===== config.mk =====
export PLATFORM = sky130hd
export DESIGN_NAME = dac_write_seq
export DESIGN_NICKNAME = d
export VERILOG_FILES = /design/src/rtl/dac_write_seq.sv
export SDC_FILE = /design/constraint.sdc
export NUM_CORES = 1
export LEC_CHECK = 0
export ABC_AREA = 1
export CAP_MARGIN = 20
export CORE_ASPECT_RATIO = 0.8
export CORE_MARGIN = 5
export CORE_UTILIZATION = 56
export CTS_CLUSTER_SIZE = 24
export DETAILED_ROUTE_END_ITERATION = 7
export GPL_TIMING_DRIVEN = 0
export MAX_ROUTING_LAYER = met4
export PLACE_DENSITY = 0.83
export RECOVER_POWER = 25
export SLEW_MARGIN = 20
export SYNTH_ARGS = -nofsm -noshare
export SYNTH_HDL_FRONTEND = slang
export SYNTH_SLANG_ARGS = --single-unit

===== constraint.sdc =====
create_clock -name clk -period 2.8 [get_ports clk]
set_input_delay 0.42 -clock clk [delete_from_list [all_inputs] [get_ports clk]]
set_output_delay 0.42 -clock clk [all_outputs]
set_load 0.005 [all_outputs]

===== src/rtl/dac_write_seq.sv =====
// Write sequencer for parallel-input multi-channel DACs: handshake in, timed CS_n/WR_n strobes out,
// per-channel shadow readback. Optional simultaneous-update LDAC pulse when DAC_SYNC_LDAC_EN is defined.
module dac_write_seq #(
  parameter int DW    = 8,
  parameter int NCH   = 2,
  parameter int CH_W  = 1,
  parameter int T_SU  = 4,
  parameter int T_WR  = 50,
  parameter int T_HD  = 30,
  parameter int T_GAP = 200,
  parameter int T_LD  = 8
) (
  input  logic            clk,
  input  logic            rst,
  input  logic            req_valid,
  output logic            req_ready,
  input  logic [CH_W-1:0] req_ch,
  input  logic [DW-1:0]   req_data,
  input  logic            ldac_req,
  output logic [CH_W-1:0] dac_addr,
  output logic [DW-1:0]   dac_d,
  output logic            cs_n,
  output logic            wr_n,
  output logic            ldac_n,
  output logic            busy,
  output logic            err,
  input  logic [CH_W-1:0] rd_ch,
  output logic [DW-1:0]   rd_data
);

  typedef enum logic [2:0] {S_IDLE, S_SETUP, S_WRITE, S_HOLD, S_GAP} state_t;

  localparam logic [CH_W:0] NCH_L   = (CH_W+1)'(NCH);
  localparam logic [15:0]   SU_END  = 16'(T_SU - 1);
  localparam logic [15:0]   WR_END  = 16'(T_WR - 1);
  localparam logic [15:0]   HD_END  = 16'(T_HD - 1);
  localparam logic [15:0]   GAP_END = 16'(T_GAP - 1);

  state_t          state_q, state_d;
  logic [15:0]     cnt_q, cnt_d;
  logic [CH_W-1:0] dac_addr_q, dac_addr_d;
  logic [DW-1:0]   dac_d_q, dac_d_d;
  logic            cs_n_q, cs_n_d;
  logic            wr_n_q, wr_n_d;
  logic            err_q, err_d;
  logic            shadow_we;
  logic            ldac_block;
  logic            accept;
  logic            ch_ok;
  logic [DW-1:0]   shadow_q [2**CH_W];

  assign req_ready = (state_q == S_IDLE) && !ldac_block;
  assign accept    = req_valid && req_ready;
  assign ch_ok     = ({1'b0, req_ch} < NCH_L);

  // State register and registered bus/strobe outputs
  always_ff @(posedge clk or negedge rst) begin
    if (!rst) begin
      state_q    <= S_IDLE;
      cnt_q      <= 16'd0;
      dac_addr_q <= '0;
      dac_d_q    <= '0;
      cs_n_q     <= 1'b1;
      wr_n_q     <= 1'b1;
      err_q      <= 1'b0;
    end else begin
      state_q    <= state_d;
      cnt_q      <= cnt_d;
      dac_addr_q <= dac_addr_d;
      dac_d_q    <= dac_d_d;
      cs_n_q     <= cs_n_d;
      wr_n_q     <= wr_n_d;
      err_q      <= err_d;
    end
  end

  // Next-state, phase counter and request latching
  always_comb begin
    state_d    = state_q;
    cnt_d      = cnt_q + 16'd1;
    dac_addr_d = dac_addr_q;
    dac_d_d    = dac_d_q;
    err_d      = 1'b0;
    shadow_we  = 1'b0;
    case (state_q)
      S_IDLE: begin
        cnt_d = 16'd0;
        if (accept && ch_ok) begin
          state_d    = S_SETUP;
          dac_addr_d = req_ch;
          dac_d_d    = req_data;
          shadow_we  = 1'b1;
        end else if (accept) begin
          err_d = 1'b1;
        end else begin
          state_d = S_IDLE;
        end
      end
      S_SETUP: begin
        if (cnt_q == SU_END) begin
          state_d = S_WRITE;
          cnt_d   = 16'd0;
        end else begin
          state_d = S_SETUP;
        end
      end
      S_WRITE: begin
        if (cnt_q == WR_END) begin
          state_d = S_HOLD;
          cnt_d   = 16'd0;
        end else begin
          state_d = S_WRITE;
        end
      end
      S_HOLD: begin
        if (cnt_q == HD_END) begin
          state_d = S_GAP;
          cnt_d   = 16'd0;
        end else begin
          state_d = S_HOLD;
        end
      end
      S_GAP: begin
        if (cnt_q == GAP_END) begin
          state_d = S_IDLE;
          cnt_d   = 16'd0;
        end else begin
          state_d = S_GAP;
        end
      end
      default: begin
        state_d = S_IDLE;
        cnt_d   = 16'd0;
      end
    endcase
  end

  // Strobes decoded from the next state so they register glitch-free alongside it
  always_comb begin
    cs_n_d = 1'b1;
    wr_n_d = 1'b1;
    case (state_d)
      S_IDLE:  begin cs_n_d = 1'b1; wr_n_d = 1'b1; end
      S_SETUP: begin cs_n_d = 1'b0; wr_n_d = 1'b1; end
      S_WRITE: begin cs_n_d = 1'b0; wr_n_d = 1'b0; end
      S_HOLD:  begin cs_n_d = 1'b0; wr_n_d = 1'b1; end
      S_GAP:   begin cs_n_d = 1'b1; wr_n_d = 1'b1; end
      default: begin cs_n_d = 1'b1; wr_n_d = 1'b1; end
    endcase
  end

  // Shadow registers; entries at or above NCH are never written and stay zero
  always_ff @(posedge clk or negedge rst) begin
    if (!rst) begin
      for (int i = 0; i < 2**CH_W; i++) begin
        shadow_q[i] <= '0;
      end
    end else if (shadow_we) begin
      shadow_q[req_ch] <= req_data;
    end
  end

  assign rd_data  = ({1'b0, rd_ch} < NCH_L) ? shadow_q[rd_ch] : '0;
  assign dac_addr = dac_addr_q;
  assign dac_d    = dac_d_q;
  assign cs_n     = cs_n_q;
  assign wr_n     = wr_n_q;
  assign busy     = (state_q != S_IDLE);
  assign err      = err_q;

`ifdef DAC_SYNC_LDAC_EN
  localparam logic [15:0] LD_END = 16'(T_LD - 1);

  logic        pend_q, pend_d;
  logic        ld_act_q, ld_act_d;
  logic [15:0] ld_cnt_q, ld_cnt_d;
  logic        ldac_n_q, ldac_n_d;
  logic        ld_start;

  // LDAC pending flag and pulse timer
  always_ff @(posedge clk or negedge rst) begin
    if (!rst) begin
      pend_q   <= 1'b0;
      ld_act_q <= 1'b0;
      ld_cnt_q <= 16'd0;
      ldac_n_q <= 1'b1;
    end else begin
      pend_q   <= pend_d;
      ld_act_q <= ld_act_d;
      ld_cnt_q <= ld_cnt_d;
      ldac_n_q <= ldac_n_d;
    end
  end

  // A pending update fires only once the sequencer is idle, so an in-flight write lands first
  always_comb begin
    ld_start = pend_q && (state_q == S_IDLE) && !ld_act_q;
    pend_d   = (pend_q && !ld_start) || ldac_req;
    if (ld_start) begin
      ld_act_d = 1'b1;
      ld_cnt_d = 16'd0;
    end else if (ld_act_q && (ld_cnt_q == LD_END)) begin
      ld_act_d = 1'b0;
      ld_cnt_d = 16'd0;
    end else if (ld_act_q) begin
      ld_act_d = 1'b1;
      ld_cnt_d = ld_cnt_q + 16'd1;
    end else begin
      ld_act_d = 1'b0;
      ld_cnt_d = 16'd0;
    end
    ldac_n_d = !ld_act_d;
  end

  assign ldac_block = pend_q || ld_act_q;
  assign ldac_n     = ldac_n_q;
`else
  logic unused_ldac_req;

  assign unused_ldac_req = ldac_req;
  assign ldac_block      = 1'b0;
  assign ldac_n          = 1'b0;
`endif

endmodule


Yosys cells after proc, flatten, opt, wreduce, memory -nomap -nowiden
Cells that the tools add are included.
{ "word_totals": {"word_cells": 52, "rom_bits": 0, "output_inout_bits": 23, "ram_bits": 0, "in_bits": 14, "register_bits": 46, "n_memories": 0, "latch_bits": 0} }
{ "classes": {"n_reduce_logical": 6, "add_sub_neg": 1, "bitwise_logic": 2, "mul": 0, "shifts": 0, "div": 0, "order_cmp": 3, "mux": 21, "n_eq_ne": 11} }
{ "op_table": {"columns": ["operator", "n"], "rows": [
  ["$mux W16", 4],
  ["$pmux W16 S4", 1],
  ["$mux W8", 4],
  ["$add A16 B1 Y16 const B", 1],
  ["$bwmux W16", 1],
  ["$eq A16 B2 Y1 const B", 1],
  ["$eq A16 B5 Y1 const B", 1],
  ["$eq A16 B6 Y1 const B", 1],
  ["$eq A16 B8 Y1 const B", 1],
  ["$pmux W3 S5", 1],
  ["$eq A3 B2 Y1 const B", 4],
  ["$demux W8 S1", 1],
  ["$eq A3 B1 Y1 const B", 2],
  ["$mux W1", 6],
  ["$mux W3", 2],
  ["$ge A2 B2 Y1 const B", 2],
  ["$not A1 Y2", 2],
  ["$eq A3 B3 Y1 const B", 1],
  ["$logic_not A3 Y1", 1],
  ["$reduce_bool A3 Y1", 1],
  ["$reduce_or A3 Y1", 1],
  ["$logic_and A1 B1 Y1", 2],
  ["$lt A2 B1 Y1 const B", 1],
  ["$mux W2", 1],
  ["$reduce_and A2 Y1", 1]
]} }

Logic depth before layout (Yosys ltp)
{ "logic_depth": {"word_depth": 7, "depth_mapped": 10, "ltp_nobuf": 10} }

Worst setup path before layout
OpenSTA, ideal clock, no wires.
{ "synth_timing": {"path_kind": "reg-to-reg", "start": "register cnt_q[1]", "end": "register cnt_q[0]", "stages_incl_launch_ff": 11, "required_time_ns": 2.680, "setup_time_ns": 0.120, "path_slack_ns": 1.378, "arrival_ns": 1.302, "cell_sequence": "dfrtp_1 -> inv_1 -> ha_1 -> nand3_1 -> nor2_2 -> nand2_1 -> nand2_2 -> nand2_2 -> nor2_4 -> buf_6 -> nor2_1"} }
{ "synth_between": {"elab_chain_cells": 3} }
{ "synth_lines": {"columns": ["element", "line_no", "rtl"], "rows": [
  ["start, declared", "40", "logic [15:0] cnt_q, cnt_d;"],
  ["start signal, assigned", "68", "cnt_q <= cnt_d;"],
  ["$eq A16 B8 Y1, or another cell as far along", "124", "if (cnt_q == GAP_END) begin"],
  ["$mux W16, on equally long branches", null, null],
  ["$pmux W16 S4 *", "85", "case (state_q)"],
  ["via cnt_d[0]", "40", null]
]} }
Mark *: on every way through the listed nets, which the timed path passes. The rest lies on a longest branch.
A chain may end at the register's enable or synchronous reset.

Worst setup path after layout
{ "layout_timing": {"start": "input rd_ch", "end": "output rd_data[0]"} }
{ "layout_between": {"elab_chain_cells": 4} }
{ "layout_lines": {"columns": ["element", "line_no", "rtl"], "rows": [
  ["start, declared", "27", "input logic [CH_W-1:0] rd_ch,"],
  ["$not A1 Y2 (implied by the code)", "163", "assign rd_data = ({1'b0, rd_ch} < NCH_L) ? shadow_q[rd_ch] : '0;"],
  ["$mux W8 (implied by the code) (3 in series)", "163", null],
  ["end, declared", "28", "output logic [DW-1:0] rd_data"]
]} }
Every way passes these cells. The select of a mux whose other input is x is not followed.

==> metrics <==
WP data required=2.38 ns; Post-synth EDFFs=0; cts repair resizes=0; final wirelength=4.88 mm; Worst-Margin Slew=1.40 ns; Critical Path, Cell by Cell=clkdlybuf4s50_1, clkbuf_2, nand2_1, o21ai_0, clkdlybuf4s50_1; Slew headroom=0.0647; nets=331; die area=5440 sq um; VDD IR max=0.335 mV; Reg2Reg Depth=9; Lkg Pwr=1.36 nW; # diodes=0; Hold Buf Count CTS=0; share of layout cells above drive strength 1=0.104; Synth area leaders=dfrtp_1 (48%), nand2_1 (12%), nor2_1 (6.3%); worst-path fanout max=10; Max-cap violations=0; crit path DAT=2.13 ns; M3 GR Usage=0.0486; placed cell area=2690 sq um; first-pass GRT wire length=8.42 mm; Final Setup Violations=0; fmax=0.392 GHz; fill cell count=312; Avg Inst Size Synth=8.32 sq um; CTS tree=yes; M2 GR Usage=0.324; crit path time final=2.55 ns; clk sink count=46; YS warnings=0; drt via density=5.12; DR pass1 iterations=4; post-synthesis cell count=273; RSZ-0062 raised after global routing=no; WS Path Type=input port to output pin; CP startpoint=rd_ch; Cell variety after synth=25; Clock Path Buffers=2; Inserted Clock Buffers=5; status=finished clean; CP endpoint=rd_data[0]; Die H=67.0 um; Reg clk slew, reported paths=0.08 ns; Reg-to-Reg End=cnt_q[15]$_DFF_PN0_; Fin. Hold Viols=0; initial core utilization=0.589; pwr dens=431 nW/um^2; Reg2Reg Setup Slack=1.09 ns; Synth top area share=0.485; Critical Path Slowest Stage Cell=clkdlybuf4s50_1; dpl hpwl=3.57 mm; Worst path depth=5; Clock Tree Root=clkbuf_8; Top delay family on crit path=buffers and inverters; Die Wd=81.2 um; met1 Usage GRT=0.275; Cell Rows=20; CP max stage delay=0.62 ns; Tot GR Track Use=0.211; endpoint class of the critical path=output pin; Boundary Pins=37; Worst Hold Class=input port to async pin; Pins Over Slew Limit=0; remaining routing DRC violations=0; most frequent cells after synthesis=nand2_1 (75), dfrtp_1 (44), nor2_1 (38), inv_1 (27), o21ai_0 (25); Synth Cell Area=2270 sq um; fin area=2790 sq um; register bit total from synthesis=46; CP most frequent cell=clkdlybuf4s50_1; ANT nets after route=0; gr busiest metal=met2; startpoint types=input port; Layout Utilization=0.723; core area=3850 sq um; number of global-route vias before repair=1902; Seq/Total Area, Yosys=0.508; WL/cell=13.1 um; gr ovfl total=0; DR iter-0 viols=117; initial antenna violation count=0; Area Overhead vs Synth=22.8%; GP Congestion=0.877; Synth Flop Type=dfrtp_1; final period utilization=0.912; most frequent cell after synthesis=nand2_1; H-tree Lvls=2; postcts setup bufs=0; Async S/R FF share, synth=1.00; r2r startpoint=cnt_q[0]$_DFF_PN0_; sum of negative setup slack=0 ns; largest net degree at the start of global routing=32; total vias in the final route=1901; CP bufs+invs=3; IO Port Bufs=33; Clock Skew=0.00515 ns; leading area contributor after synthesis=dfrtp_1; Worst-Skew Late Latency=0.29 ns
## report_power, final
part / internal (mW) / switching (mW) / total [mW]
clock network: 0.267 / 0.211 / 0.478
registers: 0.664 / 0 / 0.664
logic: 0.0285 / 0.0300 / 0.0585
## how the worst min path moves through the flow
stage                     slack (ns)              endpoint  cells past startpoint
after floorplan                 0.12    cnt_q[0]$_DFF_PN0_                      0
after global placement          0.47  dac_addr$_DFFE_PN0N_                      2
after detailed placement        0.36   cnt_q[15]$_DFF_PN0_                      1
after CTS                       0.04   cnt_q[15]$_DFF_PN0_                      1
after global routing            0.28   cnt_q[15]$_DFF_PN0_                      1
final                           0.20   cnt_q[15]$_DFF_PN0_                      1
## metal layers
metal  up-vias  share of wire
met2        47           0.46
met5         -              0
met1       917           0.49
met4         0          0.012
met3         8          0.045
li1        929              -
## flip-flops by register name, indices dropped and copies added (netlist names)
name and count:
dac_addr 1, wr_n 1, cnt_q 16, shadow_q 16, dac_d 8, cs_n 1, state_q 3
## stage by stage
step | power (mW) | hold WS, ns | setup slack, ns | std cells
floorplan | 0.687 | 0.124 | 1.38 | 274
global placement | 0.735 | 0.468 | 0.0678 | 362
detailed placement | 0.738 | 0.364 | 0.207 | 363
CTS | 1.21 | 0.0424 | 0.0924 | 371
global route | 1.25 | 0.281 | 0.155 | 371
finish | 1.20 | 0.202 | 0.246 | 371
## kinds of logic after synthesis
kind of cell	synth area share
adder cells (fa/ha/maj)	0.0110
flip-flops	0.508
AND/OR/NAND/NOR	0.268
AO/OA/AOI/OAI	0.0617
other	0.00165
XOR/XNOR	0.0386
multiplexers	0.0397
buffers and inverters	0.0716
## worst reg2reg max path: stages, from the launching register on
cell and delay [ns]:
dfrtp_1 0.41, ha_1 0.26, nand2_1 0.08, nor2_1 0.16, nand2_1 0.07, nand2_1 0.07
nand2_2 0.08, nor2_4 0.23, buf_6 0.18, nor2_1 0.05
## area by class of cell
cell class | instances | area [sq um] | share of cell area
clock buffers | 7 | 76.3 | 0.0274
clock inverters | 1 | 30.0 | 0.0108
repair buffers | 34 | 337 | 0.121
inverters | 28 | 105 | 0.0377
plain buffers | 8 | 58.8 | 0.0211
multi-input cells | 192 | 958 | 0.344
well taps | 55 | 68.8 | 0.0247
flip-flops and latches | 46 | 1150 | 0.414
## cell usage in the layout, fill, tap and decap left out, types with 5 or more instances in the layout
| cell | count |
|---|---|
| nor2_1 | 38 |
| nand2_1 | 75 |
| dfrtp_1 | 44 |
| o21ai_0 | 25 |
| nor3_1 | 5 |
| mux2_2 | 8 |
| inv_1 | 27 |
| clkbuf_8 | 5 |
| xnor2_1 | 6 |
| nand3_1 | 12 |
| clkdlybuf4s50_1 | 32 |
(Power assumes the default switching activity.)
